File: src/rtl/calc_sequencer.sv
// Operand/operation entry sequencer for the calculator datapath: collects X, Y and
// the op select one enter pulse at a time, waits a settle interval, then latches the result digits.
module calc_sequencer #(
  parameter int SETTLE_CYCLES = 4
) (
  input  logic        clk,
  input  logic        reset,
  input  logic        btn_enter,
  input  logic        btn_clear,
  input  logic [3:0]  sw_value,
  input  logic        sw_sign,
  input  logic [1:0]  sw_op,
  input  logic [23:0] res_digits,
  output logic [3:0]  operandX,
  output logic        signX,
  output logic [3:0]  operandY,
  output logic        signY,
  output logic [1:0]  op_sel,
  output logic [23:0] disp,
  output logic [2:0]  state,
  output logic        result_valid,
  output logic        err
);

  typedef enum logic [2:0] {
    GET_X  = 3'd0,
    GET_Y  = 3'd1,
    GET_OP = 3'd2,
    SETTLE = 3'd3,
    SHOW   = 3'd4
  } state_t;

  localparam logic [3:0] LAST_CNT = 4'(SETTLE_CYCLES - 1);

  state_t      state_q;
  logic [3:0]  opx_q, opy_q, cnt_q;
  logic        sx_q, sy_q, valid_q, err_q;
  logic [1:0]  op_q;
  logic [23:0] disp_q;

  // btn_enter/btn_clear are one-cycle pulses; a field is taken only on the edge
  // where btn_enter is high, and clear outranks enter whenever both are present.
  always_ff @(posedge clk) begin
    if (reset || btn_clear) begin
      state_q <= GET_X;
      opx_q   <= 4'd0;
      sx_q    <= 1'b0;
      opy_q   <= 4'd0;
      sy_q    <= 1'b0;
      op_q    <= 2'd0;
      disp_q  <= 24'd0;
      cnt_q   <= 4'd0;
      valid_q <= 1'b0;
      err_q   <= 1'b0;
    end else begin
      err_q <= 1'b0;
      case (state_q)
        GET_X: begin
          if (btn_enter) begin
            if (sw_value <= 4'd9) begin
              opx_q   <= sw_value;
              sx_q    <= sw_sign;
              state_q <= GET_Y;
            end else begin
              err_q <= 1'b1;
            end
          end
        end
        GET_Y: begin
          if (btn_enter) begin
            if (sw_value <= 4'd9) begin
              opy_q   <= sw_value;
              sy_q    <= sw_sign;
              state_q <= GET_OP;
            end else begin
              err_q <= 1'b1;
            end
          end
        end
        GET_OP: begin
          if (btn_enter) begin
            op_q    <= sw_op;
            cnt_q   <= 4'd0;
            state_q <= SETTLE;
          end
        end
        SETTLE: begin
          // Enters are dropped here; the datapath must see stable operands.
          cnt_q <= cnt_q + 4'd1;
          if (cnt_q == LAST_CNT) begin
            disp_q  <= res_digits;
            valid_q <= 1'b1;
            state_q <= SHOW;
          end
        end
        SHOW: begin
          if (btn_enter) begin
            disp_q  <= 24'd0;
            valid_q <= 1'b0;
            state_q <= GET_X;
          end
        end
        default: state_q <= GET_X;
      endcase
    end
  end

  assign operandX     = opx_q;
  assign signX        = sx_q;
  assign operandY     = opy_q;
  assign signY        = sy_q;
  assign op_sel       = op_q;
  assign disp         = disp_q;
  assign state        = state_q;
  assign result_valid = valid_q;
  assign err          = err_q;

endmodule

File: config.mk
export PLATFORM = sky130hd
export DESIGN_NAME = calc_sequencer
export DESIGN_NICKNAME = d
export VERILOG_FILES = /design/src/rtl/calc_sequencer.sv
export SDC_FILE = /design/constraint.sdc
export NUM_CORES = 1
export LEC_CHECK = 0
export CAP_MARGIN = 40
export CORE_UTILIZATION = 40
export CTS_BUF_LIST = sky130_fd_sc_hd__clkbuf_4 sky130_fd_sc_hd__clkbuf_8
export DETAILED_ROUTE_END_ITERATION = 8
export GPL_TIMING_DRIVEN = 0
export PLACE_DENSITY = 0.74
export SETUP_SLACK_MARGIN = 0.02
export SLEW_MARGIN = 0
export SYNTH_ARGS = -nofsm -noshare
export SYNTH_HDL_FRONTEND = slang
export SYNTH_SLANG_ARGS = --single-unit
File: constraint.sdc
create_clock -name clk -period 3.9 [get_ports clk]
set_input_delay 0.39 -clock clk [delete_from_list [all_inputs] [get_ports clk]]
set_output_delay 0.39 -clock clk [all_outputs]
set_load 0.005 [all_outputs]
After elaboration in Yosys (flattened, before gate mapping)
Cells that the tools add are included.

Memory bits (read-only): 0. Bits in registers: 45. Memories kept: 0. Latch bits: 0. Input bits: 35. Logic and storage cells: 55. Output and inout port bits: 41. RAM bits: 0.

Bitwise operators: 2. Eq/ne operators: 12. Reduce and logical (&&, ||, !) cells: 12. $lt $le $gt $ge: 1. Mux-type cells: 17. Add/sub/neg operators: 1. $mul: 0. Shift-type cells: 0. Divide/modulo/power cells: 0.

Operator list (count): 24-bit 2-to-1 mux (2); 24-bit one-hot mux with 2 select lines (1); 3-bit 2-to-1 mux (7); 3-bit one-hot mux with 5 select lines (1); 2-bit != test, second input constant (7); 3-bit AND reduction (3); 4-bit one-hot mux with 2 select lines (1); 7-bit AND reduction (1); 3-bit by 2-bit equality test with 1-bit output, second input constant (2); 4-bit by 1-bit adder with 4-bit output, second input constant (1); 4-bit by 2-bit equality test with 1-bit output, second input constant (1); 4-bit <= comparator, second input constant (1); 4-bit 2-to-1 mux (1); 2-bit AND reduction (2); 2-bit nonzero test (2); 3-bit by 1-bit equality test with 1-bit output, second input constant (1); 3-bit equality test, second input constant (1); 3-bit zero test (1); 1-bit 2-to-1 mux (3); 3-bit OR reduction (1); 1-bit inverter (2); 1-bit one-hot mux with 2 select lines (1); 2-bit OR reduction (1); 1-bit logical OR (1).

Logic depth before layout (Yosys ltp)
Depth in word-level cells: 4. Mapped depth: 6. Mapped depth without buffers: 4.

Worst setup path before layout
No wires, ideal clock.

Path kind: input to register. Start: input port sw_value[1]. End: register opy_q[3], in the netlist operandY[3]. Setup slack: 2.514 ns. Arrival time: 1.267 ns. Required time: 3.782 ns. Library setup time: 0.118 ns. Stages: 3. Path buffers: 0. Cell sequence: o21a_1 -> or4b_4 -> mux2i_1.

Word-level cells in the longest chain between the ends: 2.

RTL lines: from (decl) (line 10) `input logic [3:0] sw_value,`; 4-bit <= comparator (line 71) `if (sw_value <= 4'd9) begin`; 3-bit AND reduction (no line); to (signal assigned) (line 72) `opy_q <= sw_value;`; to (decl) (line 36) `logic [3:0] opx_q, opy_q, cnt_q;`.

Every way passes these cells. A chain may end at the register's enable or synchronous reset.

Worst setup path after layout
Start: register state_q[2], in the netlist state[2]. End: output port state[2].

RTL lines: from (decl) (line 35) `state_t state_q;`; from (signal assigned) (line 45) `state_q <= GET_X;`; from (signal assigned) (line 63) `state_q <= GET_Y;`; from (signal assigned) (line 74) `state_q <= GET_OP;`; to (decl) (line 20) `output logic [2:0] state,`.

No word-level cell between the ends.

==> impl_metrics.py <==
metrics = {
    "grt": {
        "antenna_found_initial": 0,
        "grt_first_pass_wirelength_microns": 7520,
        "grt.total_usage_pct": 18.4,
        "grt_start_max_net_pins": 13,
        "global_route.overflow_total": 0,
        "first_global_vias": 1613,
    },
    "clocking": {
        "cts_inserted_buffers": 5,
        "h-tree-depth": 2,
        "clock_slew_at_the_register_clock_pins_of_the_worst_setup_and_hold_paths_ns": 0.08,
        "cts_tree": "yes",
        "postCtsResizedCells": 0,
        "clk_latency_ns": 0.29,
        "clock-sinks": 45,
        "cts_setup_buffers": 0,
        "cts_buffer_depth": 2,
        "ctsHoldBuffers": 0,
        "cts.root.buffer_cell": "sky130_fd_sc_hd__clkbuf_8",
    },
    "setup_path": {
        "timing.critical_path.buf_inv": 1,
        "critical_path_cell_count": 1,
        "startpoint": "state[2]",
        "crit_chain": "clkdlybuf4s50_1",
        "setup.reg_to_reg.worst_slack_ns": 2.33,
        "critical_path.reg2reg.startpoint": "state[1]",
        "path_max_fanout": 10,
        "setup.worst_path.end_class": "output pin",
        "library_cell_contributing_the_largest_single_delay_on_the_critical_path": "sky130_fd_sc_hd__clkdlybuf4s50_1",
        "critical-path-top-delay-family": "buffers and inverters",
        "crit_required_ns": 3.51,
        "cp-start-kind": "flip-flop",
        "criticalPathCategory": "flip-flop to output pin",
        "reg2regPathDepth": 5,
        "arr_time_crit_path_ns": 1.39,
        "max_stage_delay_ns": 0.57,
    },
    "drt": {
        "routedWlPerCell_microns": 13.4,
        "drcViolationCount": 0,
        "initialDrtViolationCount": 109,
        "totalWireLength_microns": 4810,
        "detail_route.first_pass.iterations": 4,
        "antenna_violating_nets_post_route": 0,
        "routed-via-count": 1801,
        "route.detailed.vias_per_inst": 5.00,
    },
    "floorplanning": {
        "io_pins": 76,
        "rows": 25,
        "fp.dieW_microns": 72.4,
        "core_area_sq_um": 4750,
        "fp.dieArea_sq_um": 5240,
        "initial_core_util_pct": 41.7,
        "floorplan.die.height_microns": 72.4,
    },
    "outcome": {
        "run_status": "complete, no violations",
    },
    "worst_hold_path": {
        "hold_path_depth": 2,
        "timing.hold.worst.start": "operandX[0]",
        "timing.hold.worst.class": "flip-flop to flip-flop",
    },
    "sta": {
        "fin_crit_sh_pct": 45.5,
        "finalSetupViolCount": 0,
        "layout_setup_ws_ns": 2.12,
        "timing.slew.headroom_pct": 68.1,
        "maxClockFrequency_ghz": 0.563,
        "count_of_final_hold_check_violations": 0,
        "setup_repair_after_global_routing_missed_its_margin": "false",
        "timing_worst_slew_pin_value_ns": 0.478,
        "post_layout_min_period_ns": 1.78,
        "fin_worst_skew_ns": 0.00446,
        "setup-tns-final_ns": 0,
        "timing.final.max_slew_violations": 0,
    },
    "yosys": {
        "yosys-top-cells-area": "sky130_fd_sc_hd__dfxtp_1, sky130_fd_sc_hd__mux2i_1, sky130_fd_sc_hd__nand2_1, sky130_fd_sc_hd__nand3_1, sky130_fd_sc_hd__o21ai_0",
        "synth_area_sq_um": 1980,
        "synth.largest_area_cell": "sky130_fd_sc_hd__dfxtp_1",
        "synth_fp_nets": 248,
        "synth_seq_cells": 45,
        "synth_cell_type_count": 33,
        "synth_sequential_area_ratio_pct": 45.5,
        "synth_top_area_share_pct": 45.5,
        "syn-mean-instance-area_sq_um": 9.34,
        "synth_cells": 212,
        "synth.yosys.warnings": 0,
    },
    "power": {
        "leakagePower_nw": 1.17,
        "fin_total_pwr_w": 0.000842,
        "power_per_cell_area_nw_per_um2": 291,
        "ir_drop_mv": 0.172,
    },
    "final_layout": {
        "synthToLayoutAreaGrowth_pct": 46.2,
        "n_antenna_cell": 0,
        "number_of_cells_in_the_finished_layout_apart_from_fillers": 360,
        "utilization_pct": 60.9,
        "share_of_final_layout_standard_cells_stronger_than_drive_strength_1_pct": 7.51,
        "fin_nets": 329,
    },
    "placed_design": {
        "hpwlAfterDp_microns": 3420,
        "post-place-ws_ns": 1.96,
        "port_buffers": 74,
        "gp_routability_congestion": 0.780,
        "numPlacedInstances": 353,
    },
    "job": {
        "drv.max_cap_violation_count": 0,
    },
}
worst paths after layout:
check,to
max reg2reg,disp[11]
min,operandX[0]
max,state[2]
min reg2reg,operandX[0]
flip-flops by register name, summed over array words and instances, names as in the netlist:
| register | flops |
|---|---|
| disp | 24 |
| cnt_q | 4 |
| operandX | 4 |
| operandY | 4 |
| state | 3 |
| op_sel | 2 |
| err | 1 |
| result_valid | 1 |
| signX | 1 |
| signY | 1 |
synth_stat cells:
cell                        number
sky130_fd_sc_hd__a21oi_1         6
sky130_fd_sc_hd__a31o_2          1
sky130_fd_sc_hd__a31oi_1         1
sky130_fd_sc_hd__and3_1          1
sky130_fd_sc_hd__and4b_1         1
sky130_fd_sc_hd__and4bb_2        1
sky130_fd_sc_hd__buf_2           4
sky130_fd_sc_hd__buf_4           2
sky130_fd_sc_hd__buf_6           3
sky130_fd_sc_hd__clkbuf_1        8
sky130_fd_sc_hd__dfxtp_1        45
sky130_fd_sc_hd__ha_1            1
sky130_fd_sc_hd__mux2i_1        34
sky130_fd_sc_hd__nand2_1        42
sky130_fd_sc_hd__nand2b_4        2
sky130_fd_sc_hd__nand3_1        30
sky130_fd_sc_hd__nand3b_1        2
sky130_fd_sc_hd__nand4b_1        1
sky130_fd_sc_hd__nand4bb_1       2
sky130_fd_sc_hd__nor2_1          4
sky130_fd_sc_hd__nor2b_1         2
sky130_fd_sc_hd__nor3_1          1
sky130_fd_sc_hd__nor3b_1         1
sky130_fd_sc_hd__nor4b_4         1
sky130_fd_sc_hd__nor4bb_1        1
sky130_fd_sc_hd__o21a_1          1
sky130_fd_sc_hd__o21ai_0         8
sky130_fd_sc_hd__o22ai_1         1
sky130_fd_sc_hd__or2_0           1
sky130_fd_sc_hd__or2_1           1
sky130_fd_sc_hd__or3b_1          1
sky130_fd_sc_hd__or4b_1          1
sky130_fd_sc_hd__or4b_4          1
metal layers:
metal | routed length (microns) | GRT usage, % | part of all wire (%) | up-vias
li1 | - | - | - | 902
met1 | 2240 | 24.0 | 46 | 833
met2 | 2210 | 29.2 | 46 | 55
met3 | 245 | 3.33 | 5.1 | 11
met4 | 119 | 9.15 | 2.5 | 0
met5 | 0 | 0 | 0 | -
cell families after synthesis:
kind of cell,count (synthesis),synth area share [%]
AOI/OAI and AO/OA,18,4.99
DFF,45,45.5
muxes,34,17.2
and+or+nand+nor,97,26.7
buffers and inverters,17,4.99
adders and majority gates,1,0.632
report_power, final:
group	internal [W]	switching (W)	total [W]
Sequential	0.000461	0.00000136	0.000463
Combinational	0.0000464	0.0000343	0.0000807
Clock	0.000148	0.000151	0.000299
metrics by stage:
step | cell area (sq um) | hold slack [ns]
floorplan | 1980 | 0.451
global placement | 2810 | 0.442
finish | 2900 | 0.461
global route | 2900 | 0.486
detailed placement | 2810 | 0.454
CTS | 2900 | 0.467
cells in the final DEF (no fill, tap or decap), types with 2 or more instances in the layout:
cell type,count
sky130_fd_sc_hd__a21oi_1,6
sky130_fd_sc_hd__buf_2,4
sky130_fd_sc_hd__buf_4,2
sky130_fd_sc_hd__buf_6,3
sky130_fd_sc_hd__clkbuf_1,8
sky130_fd_sc_hd__clkbuf_8,6
sky130_fd_sc_hd__clkdlybuf4s50_1,74
sky130_fd_sc_hd__dfxtp_1,45
sky130_fd_sc_hd__mux2i_1,34
sky130_fd_sc_hd__nand2_1,42
sky130_fd_sc_hd__nand2b_4,2
sky130_fd_sc_hd__nand3_1,30
sky130_fd_sc_hd__nand3b_1,2
sky130_fd_sc_hd__nand4bb_1,2
sky130_fd_sc_hd__nor2_1,4
sky130_fd_sc_hd__nor2b_1,2
sky130_fd_sc_hd__o21ai_0,8
layout make-up:
cell class,instances,area (sq um)
timing repair buffer,74,741
fill,440,1860
buffer,17,98.8
multi-input combinational,150,981
tap,67,83.8
clock buffer,7,90.1
sequential,45,901
tightest hold or removal path, delay by kind of cell (launching register included):
| family | cells | cell delay [ns] |
|---|---|---|
| flops | 1 | 0.31 |
| mux | 1 | 0.05 |
| simple gates | 1 | 0.05 |
Power figures use the tool's default switching activity.
